$ cat src/rtl/pe_timestep_scheduler_pkg.sv
// Shared Q8.8 format constants and FSM state encoding for the PE timestep scheduler.
package pe_timestep_scheduler_pkg;

  localparam int Q_W_WIDTH   = 16;
  localparam int Q_FRAC_BITS = 8;

  typedef enum logic [1:0] {
    ST_IDLE   = 2'd0,
    ST_STREAM = 2'd1,
    ST_DRAIN  = 2'd2,
    ST_DONE   = 2'd3
  } sched_state_t;

endpackage

$ cat src/rtl/pe_timestep_scheduler_spike_index_picker.sv
// Combinational lowest-set-bit finder over the remaining spike mask.
module spike_index_picker
  import pe_timestep_scheduler_pkg::*;
#(
  parameter int NUM_INPUTS = 16,
  parameter int IDX_W      = $clog2(NUM_INPUTS)
) (
  input  logic [NUM_INPUTS-1:0] mask,
  output logic [IDX_W-1:0]      index,
  output logic                  any
);

  // Scan from the top so the lowest set bit is the last one written.
  always_comb begin
    index = '0;
    for (int i = NUM_INPUTS - 1; i >= 0; i--) begin
      index = mask[i] ? IDX_W'(i) : index;
    end
    any = |mask;
  end

endmodule

$ cat src/rtl/pe_timestep_scheduler.sv
// Time-multiplexes one PE over NUM_INPUTS channels per timestep and reports its spike activity.
module pe_timestep_scheduler
  import pe_timestep_scheduler_pkg::*;
#(
  parameter int NUM_INPUTS = 16,
  parameter int W_WIDTH    = Q_W_WIDTH,
  parameter int PE_LATENCY = 1,
  parameter int SKIP_ZERO  = 1
) (
  input  logic                            clk,
  input  logic                            rstn,
  input  logic                            cfg_we,
  input  logic [$clog2(NUM_INPUTS)-1:0]   cfg_addr,
  input  logic [W_WIDTH-1:0]              cfg_wdata,
  input  logic                            cfg_thr_we,
  output logic                            cfg_ready,
  input  logic                            ts_valid,
  output logic                            ts_ready,
  input  logic [NUM_INPUTS-1:0]           ts_spikes,
  input  logic [NUM_INPUTS-1:0]           ts_polarity,
  output logic                            pe_in_spike,
  output logic                            pe_in_polarity,
  output logic [W_WIDTH-1:0]              pe_in_weight,
  output logic [W_WIDTH-1:0]              pe_threshold,
  input  logic                            pe_out_spike,
  output logic                            res_valid,
  input  logic                            res_ready,
  output logic                            res_spike,
  output logic [$clog2(NUM_INPUTS+1)-1:0] res_count,
  output logic [15:0]                     ts_count
);

  localparam int IDX_W = $clog2(NUM_INPUTS);
  localparam int CNT_W = $clog2(NUM_INPUTS + 1);
  localparam int DRN_W = $clog2(PE_LATENCY + 2);

  sched_state_t          state_r, state_s;
  logic [W_WIDTH-1:0]    weight_r [NUM_INPUTS];
  logic [W_WIDTH-1:0]    thr_r;
  logic [NUM_INPUTS-1:0] spikes_r, pol_r, mask_r, mask_clr_s;
  logic [IDX_W-1:0]      pick_idx_s;
  logic                  pick_any_s;
  logic [DRN_W-1:0]      drain_cnt_r;
  logic                  issued_r, window_r;
  logic [CNT_W-1:0]      res_count_r;
  logic [15:0]           ts_count_r;
  logic                  pe_in_spike_r, pe_in_pol_r;
  logic [W_WIDTH-1:0]    pe_in_weight_r;
  logic                  hs_s, capture_s;

  spike_index_picker #(
    .NUM_INPUTS(NUM_INPUTS),
    .IDX_W     (IDX_W)
  ) u_picker (
    .mask (mask_r),
    .index(pick_idx_s),
    .any  (pick_any_s)
  );

  assign hs_s       = (state_r == ST_IDLE) && ts_valid;
  assign mask_clr_s = mask_r & (mask_r - NUM_INPUTS'(1));
  // The first issued input can only produce out_spike from the cycle after it is presented.
  assign capture_s  = window_r && pe_out_spike && ((state_r == ST_STREAM) || (state_r == ST_DRAIN));

  assign ts_ready       = (state_r == ST_IDLE);
  assign cfg_ready      = (state_r == ST_IDLE);
  assign res_valid      = (state_r == ST_DONE);
  assign res_spike      = (res_count_r != '0);
  assign res_count      = res_count_r;
  assign ts_count       = ts_count_r;
  assign pe_in_spike    = pe_in_spike_r;
  assign pe_in_polarity = pe_in_pol_r;
  assign pe_in_weight   = pe_in_weight_r;
  assign pe_threshold   = thr_r;

  // State register.
  always_ff @(posedge clk or negedge rstn) begin
    if (!rstn) begin
      state_r <= ST_IDLE;
    end else begin
      state_r <= state_s;
    end
  end

  // Next-state logic; DRAIN holds PE_LATENCY+1 cycles so the last out_spike lands in the window.
  always_comb begin
    state_s = state_r;
    case (state_r)
      ST_IDLE:   state_s = !ts_valid ? ST_IDLE :
                           (((SKIP_ZERO != 0) && (ts_spikes == '0)) ? ST_DRAIN : ST_STREAM);
      ST_STREAM: state_s = (mask_clr_s == '0) ? ST_DRAIN : ST_STREAM;
      ST_DRAIN:  state_s = (drain_cnt_r == DRN_W'(PE_LATENCY)) ? ST_DONE : ST_DRAIN;
      ST_DONE:   state_s = res_ready ? ST_IDLE : ST_DONE;
      default:   state_s = ST_IDLE;
    endcase
  end

  // Weight and threshold storage, writable only while idle.
  always_ff @(posedge clk or negedge rstn) begin
    if (!rstn) begin
      for (int i = 0; i < NUM_INPUTS; i++) begin
        weight_r[i] <= '0;
      end
      thr_r <= '0;
    end else if (state_r == ST_IDLE) begin
      if (cfg_we && (int'(cfg_addr) < NUM_INPUTS)) begin
        weight_r[cfg_addr] <= cfg_wdata;
      end
      if (cfg_thr_we) begin
        thr_r <= cfg_wdata;
      end
    end
  end

  // Latched timestep vectors and the mask of channels still to issue.
  always_ff @(posedge clk or negedge rstn) begin
    if (!rstn) begin
      spikes_r <= '0;
      pol_r    <= '0;
      mask_r   <= '0;
    end else if (hs_s) begin
      spikes_r <= ts_spikes;
      pol_r    <= ts_polarity;
      mask_r   <= (SKIP_ZERO != 0) ? ts_spikes : '1;
    end else if (state_r == ST_STREAM) begin
      mask_r <= mask_clr_s;
    end
  end

  // Registered PE input triple; zero whenever nothing is issued.
  always_ff @(posedge clk or negedge rstn) begin
    if (!rstn) begin
      pe_in_spike_r  <= 1'b0;
      pe_in_pol_r    <= 1'b0;
      pe_in_weight_r <= '0;
    end else if ((state_r == ST_STREAM) && pick_any_s) begin
      pe_in_spike_r  <= spikes_r[pick_idx_s];
      pe_in_pol_r    <= pol_r[pick_idx_s];
      pe_in_weight_r <= weight_r[pick_idx_s];
    end else begin
      pe_in_spike_r  <= 1'b0;
      pe_in_pol_r    <= 1'b0;
      pe_in_weight_r <= '0;
    end
  end

  // Drain timer and saturating out_spike accumulator.
  always_ff @(posedge clk or negedge rstn) begin
    if (!rstn) begin
      drain_cnt_r <= '0;
      issued_r    <= 1'b0;
      window_r    <= 1'b0;
      res_count_r <= '0;
    end else begin
      drain_cnt_r <= (state_r == ST_DRAIN) ? (drain_cnt_r + DRN_W'(1)) : '0;
      if (hs_s) begin
        issued_r    <= 1'b0;
        window_r    <= 1'b0;
        res_count_r <= '0;
      end else begin
        issued_r <= issued_r | (state_r == ST_STREAM);
        window_r <= issued_r;
        if (capture_s && (res_count_r != '1)) begin
          res_count_r <= res_count_r + CNT_W'(1);
        end
      end
    end
  end

  // Completed-timestep counter.
  always_ff @(posedge clk or negedge rstn) begin
    if (!rstn) begin
      ts_count_r <= 16'd0;
    end else if ((state_r == ST_DONE) && res_ready) begin
      ts_count_r <= ts_count_r + 16'd1;
    end
  end

endmodule

$ cat config.mk
export PLATFORM = sky130hd
export DESIGN_NAME = pe_timestep_scheduler
export DESIGN_NICKNAME = d
export VERILOG_FILES = /design/src/rtl/pe_timestep_scheduler_pkg.sv /design/src/rtl/pe_timestep_scheduler_spike_index_picker.sv /design/src/rtl/pe_timestep_scheduler.sv
export SDC_FILE = /design/constraint.sdc
export NUM_CORES = 1
export LEC_CHECK = 0
export ABC_AREA = 1
export ABC_CLOCK_PERIOD_IN_PS = 1800
export CORE_MARGIN = 5
export CORE_UTILIZATION = 50
export DETAILED_ROUTE_END_ITERATION = 8
export HOLD_SLACK_MARGIN = 0.03
export PLACE_DENSITY = 0.75
export SYNTH_ARGS = -nofsm -noshare
export SYNTH_HDL_FRONTEND = slang
export SYNTH_SLANG_ARGS = --single-unit
$ cat constraint.sdc
create_clock -name clk -period 1.8 [get_ports clk]
set_input_delay 0.36 -clock clk [delete_from_list [all_inputs] [get_ports clk]]
set_output_delay 0.36 -clock clk [all_outputs]
set_load 0.03 [all_outputs]
==> flow_summary.yaml, run 1 <==
run_status:
  outcome: "finished, violations left"
  violations: "setup timing"
synthesis:
  synthTopCellsByCount: "677 x nand2_1, 365 x dfrtp_1, 289 x nand3_1"
  yosys.area.top_type_share_pct: 55.11
  synth_top_area_cell: "dfrtp_1"
  synthCells: 2029
  yosysMostFrequentCell: "nand2_1"
  synthFlopType: "dfrtp_1"
  ys_async_sr_fraction_pct: 100.0
  synth_area_sq_mm: 0.01657
  syn_avg_cell_area_sq_um: 8.168
  ys_top_cells_by_area: "dfrtp_1 55%, nand2_1 15%, nand3_1 8.7%, o21ai_0 8.6%, clkbuf_1 2.2%"
  synth-seq-area-share_pct: 55.11
  synth_edf_count: 0
  syn_nets: 2097
  yosysWarnings: 0
  ys_seq_elements: 365
  ys_types: 33
clock_network:
  clk_latency_ns: 0.54
  clk_transition_reported_paths_ns: 0.06
  clk_path_buf_depth: 3
  htree_levels: 2
  cts_tree: "yes"
  cts_sinks: 365
  cts-root-buf: "clkbuf_16"
  numCtsBuffers: 39
sta:
  fin_crit_sh_pct: 128.2
  fin_skew_ns: 0.01719
  finalCriticalPeriod_ns: 2.307
  fmax_mhz: 433.5
  worstMarginPinSlew_ns: 0.7685
  rsz0062_at_grt: "yes"
  slew_viol_final: 0
  max_slew_margin_pct: 48.77
  final-hold-violation-count: 0
  finalSetupViolCount: 96
  fin_ws_ns: -0.5070
  tns_ns: -13.51
critical_path:
  r2r_end: "pe_in_weight[15]"
  reg2reg_slack_ns: -0.51
  path_class: "flip-flop to flip-flop"
  critPathRequiredTime_ns: 2.23
  cp-end-kind: "flip-flop"
  rr_startpoint: "mask_r[14]"
  cp_max_fo: 8
  reg2reg_depth: 24
  critPathLaunchType: "flip-flop"
  arrival_ns: 2.73
drt:
  vias_per_cell: 5.805
  drtPass1Iterations: 7
  wirelength_um: 53610
  antenna_left: 0
  vias: 15970
  wl_per_cell_um: 19.48
  drtIter0Drc: 1957
  route.detailed.drc: 0
grt:
  grt_overflow: 0
  antenna_found_initial: 0
  grt_pass1_vias: 15620
  grt_pass1_wl_um: 80770
  grt_use_total_pct: 27.26
  grt_max_degree: 66
final_layout:
  antennaDiodeCount: 0
  area_growth_pct: 33.34
  fin_cells: 2752
  final_nets: 2352
  final_area_sq_mm: 0.02210
  n_fill_cell: 2504
  layout-drive-gt1-share_pct: 18.92
floorplan:
  fp-row-count: 66
  dieArea_sq_mm: 0.03689
  core_area_sq_mm: 0.03262
  fp.dieH_um: 192.1
  dieWidth_um: 192.1
  io_pins: 118
  initial_core_util_pct: 50.81
placed_design:
  placed_cell_area_sq_mm: 0.01968
  gp_congestion: 0.8940
  hpwl_um: 32000
  dp_worst_setup_slack_ns: -0.4702
  io_buffers: 117
  placed_cells: 2639
power:
  power_w: 0.04478
  max-vdd-ir-drop_mv: 1.299
  p_leak_nw: 10.72
  powerDensity_mw_per_mm2: 2027
run:
  cap_violations: 0
worst_hold_path:
  hp-class: "input port to asynchronous set/reset pin"
metrics by stage:
stage	hold slack, ns	utilization (%)
floorplan	0.06441	-
global placement	0.3245	60.34
detailed placement	0.3206	60.34
CTS	0.3626	65.04
global route	0.3823	67.75
finish	0.3634	67.75
layer usage:
layer / track usage (%) / share of wire [%] / up-vias
li1: - / - / 7173
met1: 36.77 / 39 / 7682
met2: 44.39 / 46 / 912
met3: 4.580 / 9.8 / 207
met4: 10.70 / 4.4 / 0
met5: 0 / 0 / -
layout by cell type (no fill, tap or decap), types with 43 or more instances in the layout:
cell / n
inv_1: 73
buf_4: 145
dlygate4sd2_1: 52
nand3_1: 270
nor2_1: 43
o21ai_0: 261
clkdlybuf4s50_1: 57
clkbuf_16: 52
dfrtp_1: 362
nand2_1: 636
buf_12: 43
flip-flops by register name, summed over array words and instances, names as in the netlist, 2 cells and up:
name          count
pe_in_weight     16
res_count         5
mask_r           16
ts_count         16
pol_r            16
drain_cnt_r       2
spikes_r         16
state_r           2
pe_threshold     16
weight_r        256
timing repair:
item | CTS | global route
hold endpoints to repair | 38 | 0
endpoints found under the setup margin | 124 | 60
setup buffers | 18 | 16
hold buffers | 1 | 0
gates cloned | 0 | 13
resized for setup | 129 | 148
pin swaps | 25 | 47
power breakdown:
| group | internal [W] | switching (W) |
|---|---|---|
| sequential | 0.0115 | 0.00200 |
| clock | 0.00475 | 0.00328 |
| combinational | 0.0100 | 0.0132 |
cells by family (layout without fill, tap and decap cells):
logic type	count (synthesis)	in the layout	share of synthesized area, %
and+or+nand+nor	1064	1064	26.83
DFF	365	365	55.11
AOI/OAI and AO/OA	349	349	10.86
buffers and inverters	229	510	5.828
xor gates and xnor gates	13	13	0.6870
adders and majority gates	9	9	0.6795
worst max path at each step:
stage | from | end | slack, ns | cells after the start
final | mask_r[14] | pe_in_weight[15] | -0.51 | 24
after global routing | mask_r[14] | pe_in_weight[9] | -0.69 | 23
after CTS | mask_r[13] | pe_in_weight[15] | -0.42 | 23
after detailed placement | mask_r[12] | pe_in_weight[15] | -0.47 | 15
after global placement | mask_r[12] | pe_in_weight[15] | -0.50 | 15
after floorplan | mask_r[14] | pe_in_polarity | -0.12 | 24
layout make-up:
cell class	instances	area (sq um)	area share [%]
clock inverters	6	95.09	0.4303
well taps	442	553.0	2.503
multi-input cells	1435	6994	31.65
inverters	90	360.3	1.631
clock buffers	61	1170	5.294
flip-flops and latches	365	9138	41.35
repair buffers	353	3789	17.14
critical path, stage by stage, from the launching register on:
cell	delay [ns]
dfrtp_1	0.39
inv_2	0.06
nand2_1	0.05
nand2_1	0.06
nand2_1	0.05
nand2_1	0.06
nand2_1	0.05
nand2_1	0.05
nand2_1	0.05
nand2_1	0.05
nand2_1	0.04
nand2_1	0.05
nand2_1	0.04
nand2_1	0.06
nand2_2	0.06
nand2_4	0.12
nand2_8	0.12
buf_12	0.19
buf_12	0.14
nand2_2	0.05
nand3_2	0.07
nand3_2	0.07
nand2_1	0.06
nor2_2	0.15
nor2_1	0.06
Note: power is estimated with default switching activity, not from simulation.
==> inputs of run 2 (changes only) <==
- SKIP_CTS_REPAIR_TIMING: unset -> 1
- SKIP_LAST_GASP: unset -> 1
==> flow_summary.yaml, run 2 (same netlist as run 1, synthesis figures left out) <==
sta:
  fmax_mhz: 431.2
  fin_skew_ns: 0.02102
  slew_viol_final: 0
  finalSetupViolCount: 23
  fin_crit_sh_pct: 128.8
  finalCriticalPeriod_ns: 2.319
  whs_ns: 0.3612
  worstMarginPinSlew_ns: 0.7664
  fin_ws_ns: -0.5192
  max_slew_margin_pct: 48.91
  tns_ns: -8.958
  final-hold-violation-count: 0
  rsz0062_at_grt: "yes"
final_layout:
  seq_area_sq_mm: 0.009136
  final_area_sq_mm: 0.02163
  layout-drive-gt1-share_pct: 15.03
  largest_register_ffs: 256
  multi_input_area_sq_mm: 0.006720
  final_nets: 2331
  top_register: "weight_r"
  antennaDiodeCount: 0
  area_growth_pct: 30.53
  n_fill_cell: 2577
  layout_common_cells: "670 x nand2_1, 363 x dfrtp_1, 285 x o21ai_0"
  layout.cells.most_common: "nand2_1"
drt:
  drtPass1Iterations: 8
  antenna_left: 0
  route.detailed.drc: 0
  vias: 15660
  vias_per_cell: 5.735
  drtIter0Drc: 1691
  wl_per_cell_um: 18.80
  wirelength_um: 51360
clock_network:
  cts-root-buf: "clkbuf_16"
  cts_tree: "yes"
  htree_levels: 2
  numCtsBuffers: 39
  cts_sinks: 365
  clk_latency_ns: 0.54
  clk_path_buf_depth: 3
  clk_transition_reported_paths_ns: 0.06
critical_path:
  reg2reg_depth: 15
  critPathRequiredTime_ns: 2.21
  path_common_cell: "nand2_1"
  cp_num_buf_inv: 3
  rr_startpoint: "mask_r[12]"
  cp_max_fo: 10
  crit_chain: "buf_4 > nor2_2 > o21ai_0 > nand2_1 > nand2_1 > nand2_1 > nand2_1 > a21oi_4 > buf_4 > buf_4 > nand3_1 > nand3_1 > nand2_1 > nor2_1 > nor2_1"
  slowest_delay_ns: 0.39
  r2r_end: "pe_in_spike"
  crit_slowest_cell: "dfrtp_1"
  path_class: "flip-flop to flip-flop"
  reg2reg_slack_ns: -0.52
  arrival_ns: 2.73
  cp_top_family: "simple AND/OR/NAND/NOR gates"
  critPathLaunchType: "flip-flop"
  cp-end-kind: "flip-flop"
worst_hold_path:
  hp-class: "input port to asynchronous set/reset pin"
grt:
  grt_max_degree: 66
  grt_use_total_pct: 26.92
  grt_overflow: 0
  grt_pass1_wl_um: 79790
  grt_pass1_vias: 15480
  antenna_found_initial: 0
floorplan:
  dieArea_sq_mm: 0.03689
  io_pins: 118
  initial_core_util_pct: 50.81
  core_area_sq_mm: 0.03262
  dieWidth_um: 192.1
  fp-row-count: 66
  fp.dieH_um: 192.1
run_status:
  violations: "setup timing"
  outcome: "finished, violations left"
placed_design:
  gp_congestion: 0.8940
  io_buffers: 117
  hpwl_um: 32000
  placed_cell_area_sq_mm: 0.01968
run:
  cap_violations: 0
power:
  power_w: 0.04344
  p_leak_nw: 11.01
  powerDensity_mw_per_mm2: 2008
  max-vdd-ir-drop_mv: 1.202
[run 2: layout make-up]
class,instances,area share (%)
clock buffer,61,5.408
timing repair buffer,332,16.65
multi-input combinational,1435,31.06
clock inverter,6,0.4396
inverter,90,1.654
sequential,365,42.23
tap,442,2.556
[run 2: power breakdown]
| part | internal (W) | total [W] | switching (W) | leakage [nW] |
|---|---|---|---|---|
| combinational | 0.00950 | 0.0220 | 0.0125 | 5.72 |
| sequential | 0.0115 | 0.0134 | 0.00193 | 4.67 |
| clock | 0.00474 | 0.00802 | 0.00327 | 0.619 |
| total | 0.0258 | 0.0434 | 0.0177 | 11.0 |
[run 2: how the worst max path moves through the flow]
stage,start,end,depth (start not counted)
2_1_floorplan,mask_r[14],pe_in_polarity,24
3_3_place_gp,mask_r[12],pe_in_weight[15],15
3_5_place_dp,mask_r[12],pe_in_weight[15],15
4_1_cts,mask_r[14],pe_in_weight[10],23
5_1_grt,mask_r[14],pe_in_weight[6],24
6_report,mask_r[12],pe_in_spike,15
[run 2: through the flow]
step	utilization, %	setup WS, ns	std cells
after floorplan	-	-0.1246	2029
after global placement	60.34	-0.5047	2639
after detailed placement	60.34	-0.4702	2639
after CTS	64.22	-0.5648	2706
after global routing	66.32	-0.6590	2731
final	66.32	-0.5192	2731
[run 2: routing by layer]
| layer | share of wire (%) | global-route usage (%) | wire length [um] | up-vias |
|---|---|---|---|---|
| met5 | 0 | 0 | 0 | - |
| met4 | 3.7 | 10.18 | 1924 | 0 |
| met2 | 47 | 43.87 | 23990 | 871 |
| li1 | - | - | - | 7116 |
| met3 | 8.7 | 4.089 | 4448 | 160 |
| met1 | 41 | 36.72 | 20990 | 7514 |
